[src/rtl/reg_block_ctrl_pkg.sv]
// reg_block_ctrl_pkg
//   Types shared by the register-block controller and whatever register
//   block it drives: the register-block operation code and the controller
//   command opcode. Also holds small helpers for address-range checks.
package reg_block_ctrl_pkg;

  typedef enum logic [1:0] {
    REG_OP_NONE  = 2'd0,
    REG_OP_READ  = 2'd1,
    REG_OP_WRITE = 2'd2
  } reg_op_t;

  typedef enum logic [2:0] {
    CMD_MOV     = 3'd0,
    CMD_LOAD    = 3'd1,
    CMD_STORE   = 3'd2,
    CMD_SWAP    = 3'd3,
    CMD_SAVE    = 3'd4,
    CMD_RESTORE = 3'd5
  } ctrl_cmd_t;

  // Commands that read or write through the source operand.
  function automatic logic uses_src(input ctrl_cmd_t c);
    return (c == CMD_MOV) || (c == CMD_STORE) || (c == CMD_SWAP);
  endfunction

  // Commands that read or write through the destination operand.
  function automatic logic uses_dst(input ctrl_cmd_t c);
    return (c == CMD_MOV) || (c == CMD_LOAD) || (c == CMD_SWAP);
  endfunction

  function automatic logic addr_in_range(input logic [31:0] addr,
                                         input logic [31:0] depth);
    return addr < depth;
  endfunction

endpackage

[src/rtl/reg_block_ctrl.sv]
// reg_block_ctrl
//   Sequences MOV / LOAD / STORE / SWAP / SAVE / RESTORE commands onto a
//   single-port register block (one read or write per cycle, plus whole-block
//   save/restore strobes). Commands are taken with a valid/ready handshake
//   in IDLE only; all register-block outputs decode from the registered state
//   and the fields captured at acceptance.
//
// Ports
//   clk, rst           clock, asynchronous active-high reset
//   cmd_valid/ready    command handshake (ready only in IDLE)
//   cmd, src/dst_addr  opcode and register operands
//   data_in            LOAD data
//   data_out/valid     STORE result, valid pulses for one cycle
//   err                one-cycle pulse after accepting an out-of-range address
//   reg_addr, reg_op,  register-block drive
//   reg_save,
//   reg_restore,
//   reg_bus_in
//   reg_bus_out        read data for reg_addr, same cycle as REG_OP_READ
module reg_block_ctrl
  import reg_block_ctrl_pkg::*;
#(
  parameter  int WIDTH = 8,
  parameter  int DEPTH = 4,
  localparam int AW    = (DEPTH > 1) ? $clog2(DEPTH) : 1
) (
  input  logic             clk,
  input  logic             rst,
  input  logic             cmd_valid,
  output logic             cmd_ready,
  input  ctrl_cmd_t        cmd,
  input  logic [AW-1:0]    src_addr,
  input  logic [AW-1:0]    dst_addr,
  input  logic [WIDTH-1:0] data_in,
  output logic [WIDTH-1:0] data_out,
  output logic             data_valid,
  output logic             err,
  output logic [AW-1:0]    reg_addr,
  output reg_op_t          reg_op,
  output logic             reg_save,
  output logic             reg_restore,
  output logic [WIDTH-1:0] reg_bus_in,
  input  logic [WIDTH-1:0] reg_bus_out
);

  typedef enum logic [2:0] {
    ST_IDLE = 3'd0,
    ST_RD_A = 3'd1,
    ST_RD_B = 3'd2,
    ST_WR_A = 3'd3,
    ST_WR_B = 3'd4,
    ST_CTX  = 3'd5
  } state_t;

  state_t           r_state, w_next;
  ctrl_cmd_t        r_cmd;
  logic [AW-1:0]    r_src, r_dst;
  logic [WIDTH-1:0] r_data, r_tmp_a, r_tmp_b, r_data_out;
  logic             r_data_valid, r_err;
  logic             w_accept, w_bad;

  assign cmd_ready  = (r_state == ST_IDLE);
  assign w_accept   = cmd_ready && cmd_valid;
  // Only operands the opcode actually uses are range-checked.
  assign w_bad      = (uses_src(cmd) && !addr_in_range(32'(src_addr), 32'(DEPTH))) ||
                      (uses_dst(cmd) && !addr_in_range(32'(dst_addr), 32'(DEPTH)));
  assign data_out   = r_data_out;
  assign data_valid = r_data_valid;
  assign err        = r_err;

  always_ff @(posedge clk or posedge rst) begin
    if (rst) r_state <= ST_IDLE;
    else     r_state <= w_next;
  end

  always_comb begin
    w_next      = r_state;
    reg_op      = REG_OP_NONE;
    reg_addr    = '0;
    reg_bus_in  = '0;
    reg_save    = 1'b0;
    reg_restore = 1'b0;
    case (r_state)
      ST_IDLE: begin
        // A rejected address is still accepted, but never leaves IDLE.
        if (w_accept && !w_bad) begin
          case (cmd)
            CMD_MOV, CMD_STORE, CMD_SWAP: w_next = ST_RD_A;
            CMD_LOAD:                     w_next = ST_WR_B;
            CMD_SAVE, CMD_RESTORE:        w_next = ST_CTX;
            default:                      w_next = ST_IDLE;
          endcase
        end
      end
      ST_RD_A: begin
        reg_addr = r_src;
        reg_op   = REG_OP_READ;
        if (r_cmd == CMD_SWAP)     w_next = ST_RD_B;
        else if (r_cmd == CMD_MOV) w_next = ST_WR_B;
        else                       w_next = ST_IDLE;
      end
      ST_RD_B: begin
        reg_addr = r_dst;
        reg_op   = REG_OP_READ;
        w_next   = ST_WR_A;
      end
      ST_WR_A: begin
        reg_addr   = r_src;
        reg_op     = REG_OP_WRITE;
        reg_bus_in = r_tmp_b;
        w_next     = ST_WR_B;
      end
      ST_WR_B: begin
        reg_addr   = r_dst;
        reg_op     = REG_OP_WRITE;
        reg_bus_in = (r_cmd == CMD_LOAD) ? r_data : r_tmp_a;
        w_next     = ST_IDLE;
      end
      ST_CTX: begin
        reg_save    = (r_cmd == CMD_SAVE);
        reg_restore = (r_cmd == CMD_RESTORE);
        w_next      = ST_IDLE;
      end
      default: w_next = ST_IDLE;
    endcase
  end

  always_ff @(posedge clk or posedge rst) begin
    if (rst) begin
      r_cmd        <= CMD_MOV;
      r_src        <= '0;
      r_dst        <= '0;
      r_data       <= '0;
      r_tmp_a      <= '0;
      r_tmp_b      <= '0;
      r_data_out   <= '0;
      r_data_valid <= 1'b0;
      r_err        <= 1'b0;
    end else begin
      // STORE's read lands in data_out; the pulse marks the first IDLE cycle.
      r_data_valid <= (r_state == ST_RD_A) && (r_cmd == CMD_STORE);
      r_err        <= w_accept && w_bad;
      if (w_accept) begin
        r_cmd  <= cmd;
        r_src  <= src_addr;
        r_dst  <= dst_addr;
        r_data <= data_in;
      end
      if (r_state == ST_RD_A) begin
        r_tmp_a <= reg_bus_out;
        if (r_cmd == CMD_STORE) r_data_out <= reg_bus_out;
      end
      if (r_state == ST_RD_B) r_tmp_b <= reg_bus_out;
    end
  end

endmodule

[config.mk]
export PLATFORM = sky130hd
export DESIGN_NAME = reg_block_ctrl
export DESIGN_NICKNAME = d
export VERILOG_FILES = /design/src/rtl/reg_block_ctrl_pkg.sv /design/src/rtl/reg_block_ctrl.sv
export SDC_FILE = /design/constraint.sdc
export NUM_CORES = 1
export LEC_CHECK = 0
export ABC_AREA = 1
export CAP_MARGIN = 20
export CORE_MARGIN = 4
export CORE_UTILIZATION = 25
export CTS_CLUSTER_SIZE = 20
export DETAILED_ROUTE_END_ITERATION = 12
export REMOVE_ABC_BUFFERS = 1
export SYNTH_ARGS = -nofsm -noshare
export SYNTH_HDL_FRONTEND = slang
export SYNTH_SLANG_ARGS = --single-unit
[constraint.sdc]
create_clock -name clk -period 1.4 [get_ports clk]
set_input_delay 0.28 -clock clk [delete_from_list [all_inputs] [get_ports clk]]
set_output_delay 0.28 -clock clk [all_outputs]
set_load 0.05 [all_outputs]
=== Word-level counts from Yosys, hierarchy flattened ===
Index checks and enable logic that the tools add are counted.

* Bits in registers: 43
* Bits of input ports: 26
* Logic and storage cells: 48

* Equality and inequality tests: 16
* Multiplexer cells: 11
* Reduce and logical (&&, ||, !) cells: 12

{| class="wikitable"
|+ Operators with widths
! operator !! count
|-
| 3-bit by 2-bit == test with 1-bit output, second input constant || 6
|-
| 3-bit == test, second input constant || 6
|-
| 8-bit one-hot mux with 2 select lines || 1
|-
| 3-bit one-hot mux with 4 select lines || 1
|-
| 2-bit OR reduction || 5
|-
| 3-bit by 1-bit == test with 1-bit output, second input constant || 3
|-
| 3-bit zero test || 3
|-
| 3-bit two-way mux || 3
|-
| 3-bit one-hot mux with 3 select lines || 1
|-
| 8-bit two-way mux || 1
|-
| 2-bit one-hot mux with 2 select lines || 2
|-
| 3-bit OR reduction || 1
|-
| 1-bit logical AND || 2
|-
| 1-bit two-way mux || 2
|-
| 2-bit by 1-bit != test with 1-bit output, second input constant || 1
|-
| 2-bit AND reduction || 1
|}

=== Logic depth before layout (Yosys ltp) ===
* Word-level depth: 5
* Gate-level depth with buffers: 7

=== Least setup slack after synthesis ===
Ideal clock, no wire load.

* Kind: register to output
* Start point: register r_state[1]
* End point: output reg_save
* Arrival time: 2.137 ns
* Setup slack: -1.017 ns
* Cell stages (with the launch flop): 4
* Cell sequence: dfrtp_1 -> inv_1 -> nand3_1 -> nor4_1

* Longest elaborated chain between the ends: 2

{| class="wikitable"
|+ RTL lines
! item !! RTL line !! RTL
|-
| start, declared || reg_block_ctrl.sv:55 || <nowiki>state_t r_state, w_next;</nowiki>
|-
| start signal, assigned || reg_block_ctrl.sv:73 || <nowiki>else r_state <= w_next;</nowiki>
|-
| 3-bit == test || reg_block_ctrl.sv:83 || <nowiki>case (r_state)</nowiki>
|-
| 1-bit two-way mux || reg_block_ctrl.sv:83 ||
|-
| end, declared || reg_block_ctrl.sv:40 || <nowiki>output logic reg_save,</nowiki>
|}

No other way between the ends.

=== Worst setup path after layout ===
* Start point: register r_state[1]
* End point: output reg_bus_in[4]

* Longest elaborated chain between the ends: 2
* Elaborated cells on any way between the ends: 3
* Classes of those cells: 2 x eq/ne; 1 x mux

{| class="wikitable"
|+ RTL lines
! item !! RTL line !! RTL
|-
| 3-bit == test / 3-bit by 2-bit == test with 1-bit output (equally long branches) || reg_block_ctrl.sv:83 ||
|-
| 8-bit one-hot mux with 2 select lines (*) || reg_block_ctrl.sv:83 ||
|-
| end, declared || reg_block_ctrl.sv:42 || <nowiki>output logic [WIDTH-1:0] reg_bus_in,</nowiki>
|}

Every way passes the cells marked *; elsewhere a longest branch is shown, timed or not.

==> flow_metrics.env <==
export IMPL_grt_pass1_wl_um=9490
export IMPL_cts_made_buffers=5
export IMPL_cts_htree_levels=2
export IMPL_worst_setup_path_type="reg -> out"
export IMPL_p_leak_nw=1.71
export IMPL_holdCritPathClass="in -> async"
export IMPL_cts_buffer_depth=2
export IMPL_slew_violations=0
export IMPL_period_share_pct=133
export IMPL_num_vias=1913
export IMPL_ant_nets=0
export IMPL_wl_per_cell_um=13.2
export IMPL_cts_tree="yes"
export IMPL_grt_setup_unrepaired="yes"
export IMPL_syn_area_mm2=0.00204
export IMPL_clk_latency_ps=300
export IMPL_grt_util_all_layers_pct=12.2
export IMPL_fin_skew_ps=3.33
export IMPL_fin_nets=363
export IMPL_drc_errors=0
export IMPL_start_kind="flop"
export IMPL_grt_ovfl_total=0
export IMPL_grt_max_degree=44
export IMPL_cts_sink_count=43
export IMPL_hold_viol_final=0
export IMPL_portBuffers=49
export IMPL_diodes=0
export IMPL_fp_row_count=32
export IMPL_setup_tns_ps=-9390
export IMPL_fp_dieW_um=98.4
export IMPL_failed_checks="negative setup slack"
export IMPL_cp_max_fo=6
export IMPL_setup_violations=30
export IMPL_period_minus_slack_ps=1860
export IMPL_dp_cells=422
export IMPL_synth_edff_count=0
export IMPL_dp_hpwl_um=4210
export IMPL_start_util_pct=26.0
export IMPL_ys_seq_area_share_pct=52.7
export IMPL_end_kind="output port"
export IMPL_place_congestion=0.781
export IMPL_max_freq_ghz=0.538
export IMPL_yosys_register_bits=43
export IMPL_io_pins=51
export IMPL_yosysTopAreaCellShare_pct=52.7
export IMPL_p_total_w=0.00880
export IMPL_reg2regPathDepth=11
export IMPL_grt_pass1_vias=1976
export IMPL_worstPathArrival_ps=1580
export IMPL_setup_ws_ps=-457
export IMPL_synth_cells=252
export IMPL_ys_flop_type="dfrtp_1"
export IMPL_fillers=791
export IMPL_die_area_mm2=0.00968
export IMPL_final_util_pct=44.5
export IMPL_vdd_drop_max_mv=1.11
export IMPL_synth_common_cells="90 x nand2_1, 43 x dfrtp_1, 27 x inv_1"
export IMPL_drive_gt1_share_pct=37.0
export IMPL_areaGrowthSynthToFinish_pct=70.8
export IMPL_cts_clk_slew_worst_paths_ps=80
export IMPL_outcome="complete, but fails checks"
export IMPL_final_cells=440
export IMPL_root_buffer="clkbuf_8"
export IMPL_ys_warn_count=0
export IMPL_register_area_mm2=0.00108
export IMPL_multi_input_area_um2=988
export IMPL_wl_um=5830
export IMPL_core_area_mm2=0.00785
export IMPL_crit_required_ps=1120
export IMPL_p_per_area_mw_per_mm2=2520
export IMPL_synth_most_common_cell="nand2_1"
export IMPL_synthArstFlopShare_pct=100
export IMPL_drt_iter0_drc=171
export IMPL_ys_top_cells_by_area="dfrtp_1 53%, nand2_1 17%, inv_1 5.0%, nand3_1 4.2%, o21ai_0 4.2%"
export IMPL_antenna_found_initial=0
export IMPL_ys_types=23
export IMPL_syn_avg_cell_area_um2=8.11
export IMPL_synth_largest_area_cell="dfrtp_1"
export IMPL_die_y_um=98.4
export IMPL_dr_pass1_iters=4
export IMPL_hold_buffers=0
export IMPL_routed_via_density=4.35
export IMPL_maxCapViolations=0
-- final timing paths --
path / start / to / slack (ps)
max: r_state[1] / reg_bus_in[4] / -460
min: rst / r_data[5] / 330
max reg2reg: r_state[1] / r_cmd[2] / -250
min reg2reg: r_data[6] / r_data[6] / 480
max in group asynchronous: rst / r_data[3] / 870
min in group clk: r_data[6] / r_data[6] / 480
-- registers in the layout, summed over array words and instances, names as in the netlist --
name / count
data_valid: 1
r_dst: 2
r_tmp_a: 8
r_data: 8
r_tmp_b: 8
data_out: 8
r_cmd: 3
r_src: 2
r_state: 3
-- metal layers --
metal  wire length, µm  GRT usage, %
met2              2840          19.3
met5                 0             0
met4               183          5.25
met1              2540          15.9
met3               264          3.00
-- cells by family (layout without fill, tap and decap cells) --
group / after synthesis / after routing / share of synthesized area (%)
AOI/OAI and AO/OA: 39 / 39 / 11.0
DFF: 43 / 43 / 52.7
buffers and inverters: 37 / 122 / 8.21
other: 1 / 1 / 0.184
and+or+nand+nor: 132 / 133 / 27.9
-- placed cells by master, fill, tap and decap left out, drive strengths merged --
| cell type | Yosys | layout |
|---|---|---|
| o21ai | 37 | 37 |
| buf | 6 | 59 |
| dfrtp | 43 | 43 |
| a21oi | 2 | 2 |
| clkbuf | 2 | 9 |
| nor2 | 19 | 19 |
| nand4 | 1 | 1 |
| conb | 1 | 1 |
| nor4 | 1 | 1 |
| nand2 | 93 | 94 |
| clkdlybuf4s50 | 0 | 25 |
| nand3 | 18 | 18 |
| inv | 29 | 29 |
-- what timing repair did --
action	4_1_cts	5_1_grt
cloned	0	2
gates resized for setup	28	39
pin swaps	4	13
setup endpoints to repair	15	47
setup buffers	6	4
-- power breakdown --
group          switching [W]  total (W)  internal, W
clock network       0.000420   0.000870     0.000451
logic                0.00308    0.00564      0.00256
registers           0.000436    0.00229      0.00185
total                0.00394    0.00880      0.00486
-- stage by stage --
stage,hold WS (ps),cell area [µm²],setup WS [ps]
floorplan,424,1980,-1020
global placement,456,3070,-175
detailed placement,459,3070,-208
CTS,343,3310,-455
global route,373,3490,-563
finish,335,3490,-457
-- area by class of cell --
cell class / instances / share of cell area, %
multi-input combinational: 173 / 28.3
clock buffer: 8 / 2.87
inverter: 29 / 3.12
tap: 102 / 3.66
sequential: 43 / 30.8
timing repair buffer: 85 / 31.2
-- worst max-delay path, stage by stage, from the launching register on --
cell,delay [ps]
dfrtp_1,390
nor2_2,150
inv_2,70
nor2_4,120
buf_6,140
nand2_2,60
o21ai_2,100
buf_4,130
buf_12,120
Note: power is estimated with default switching activity, not from simulation.
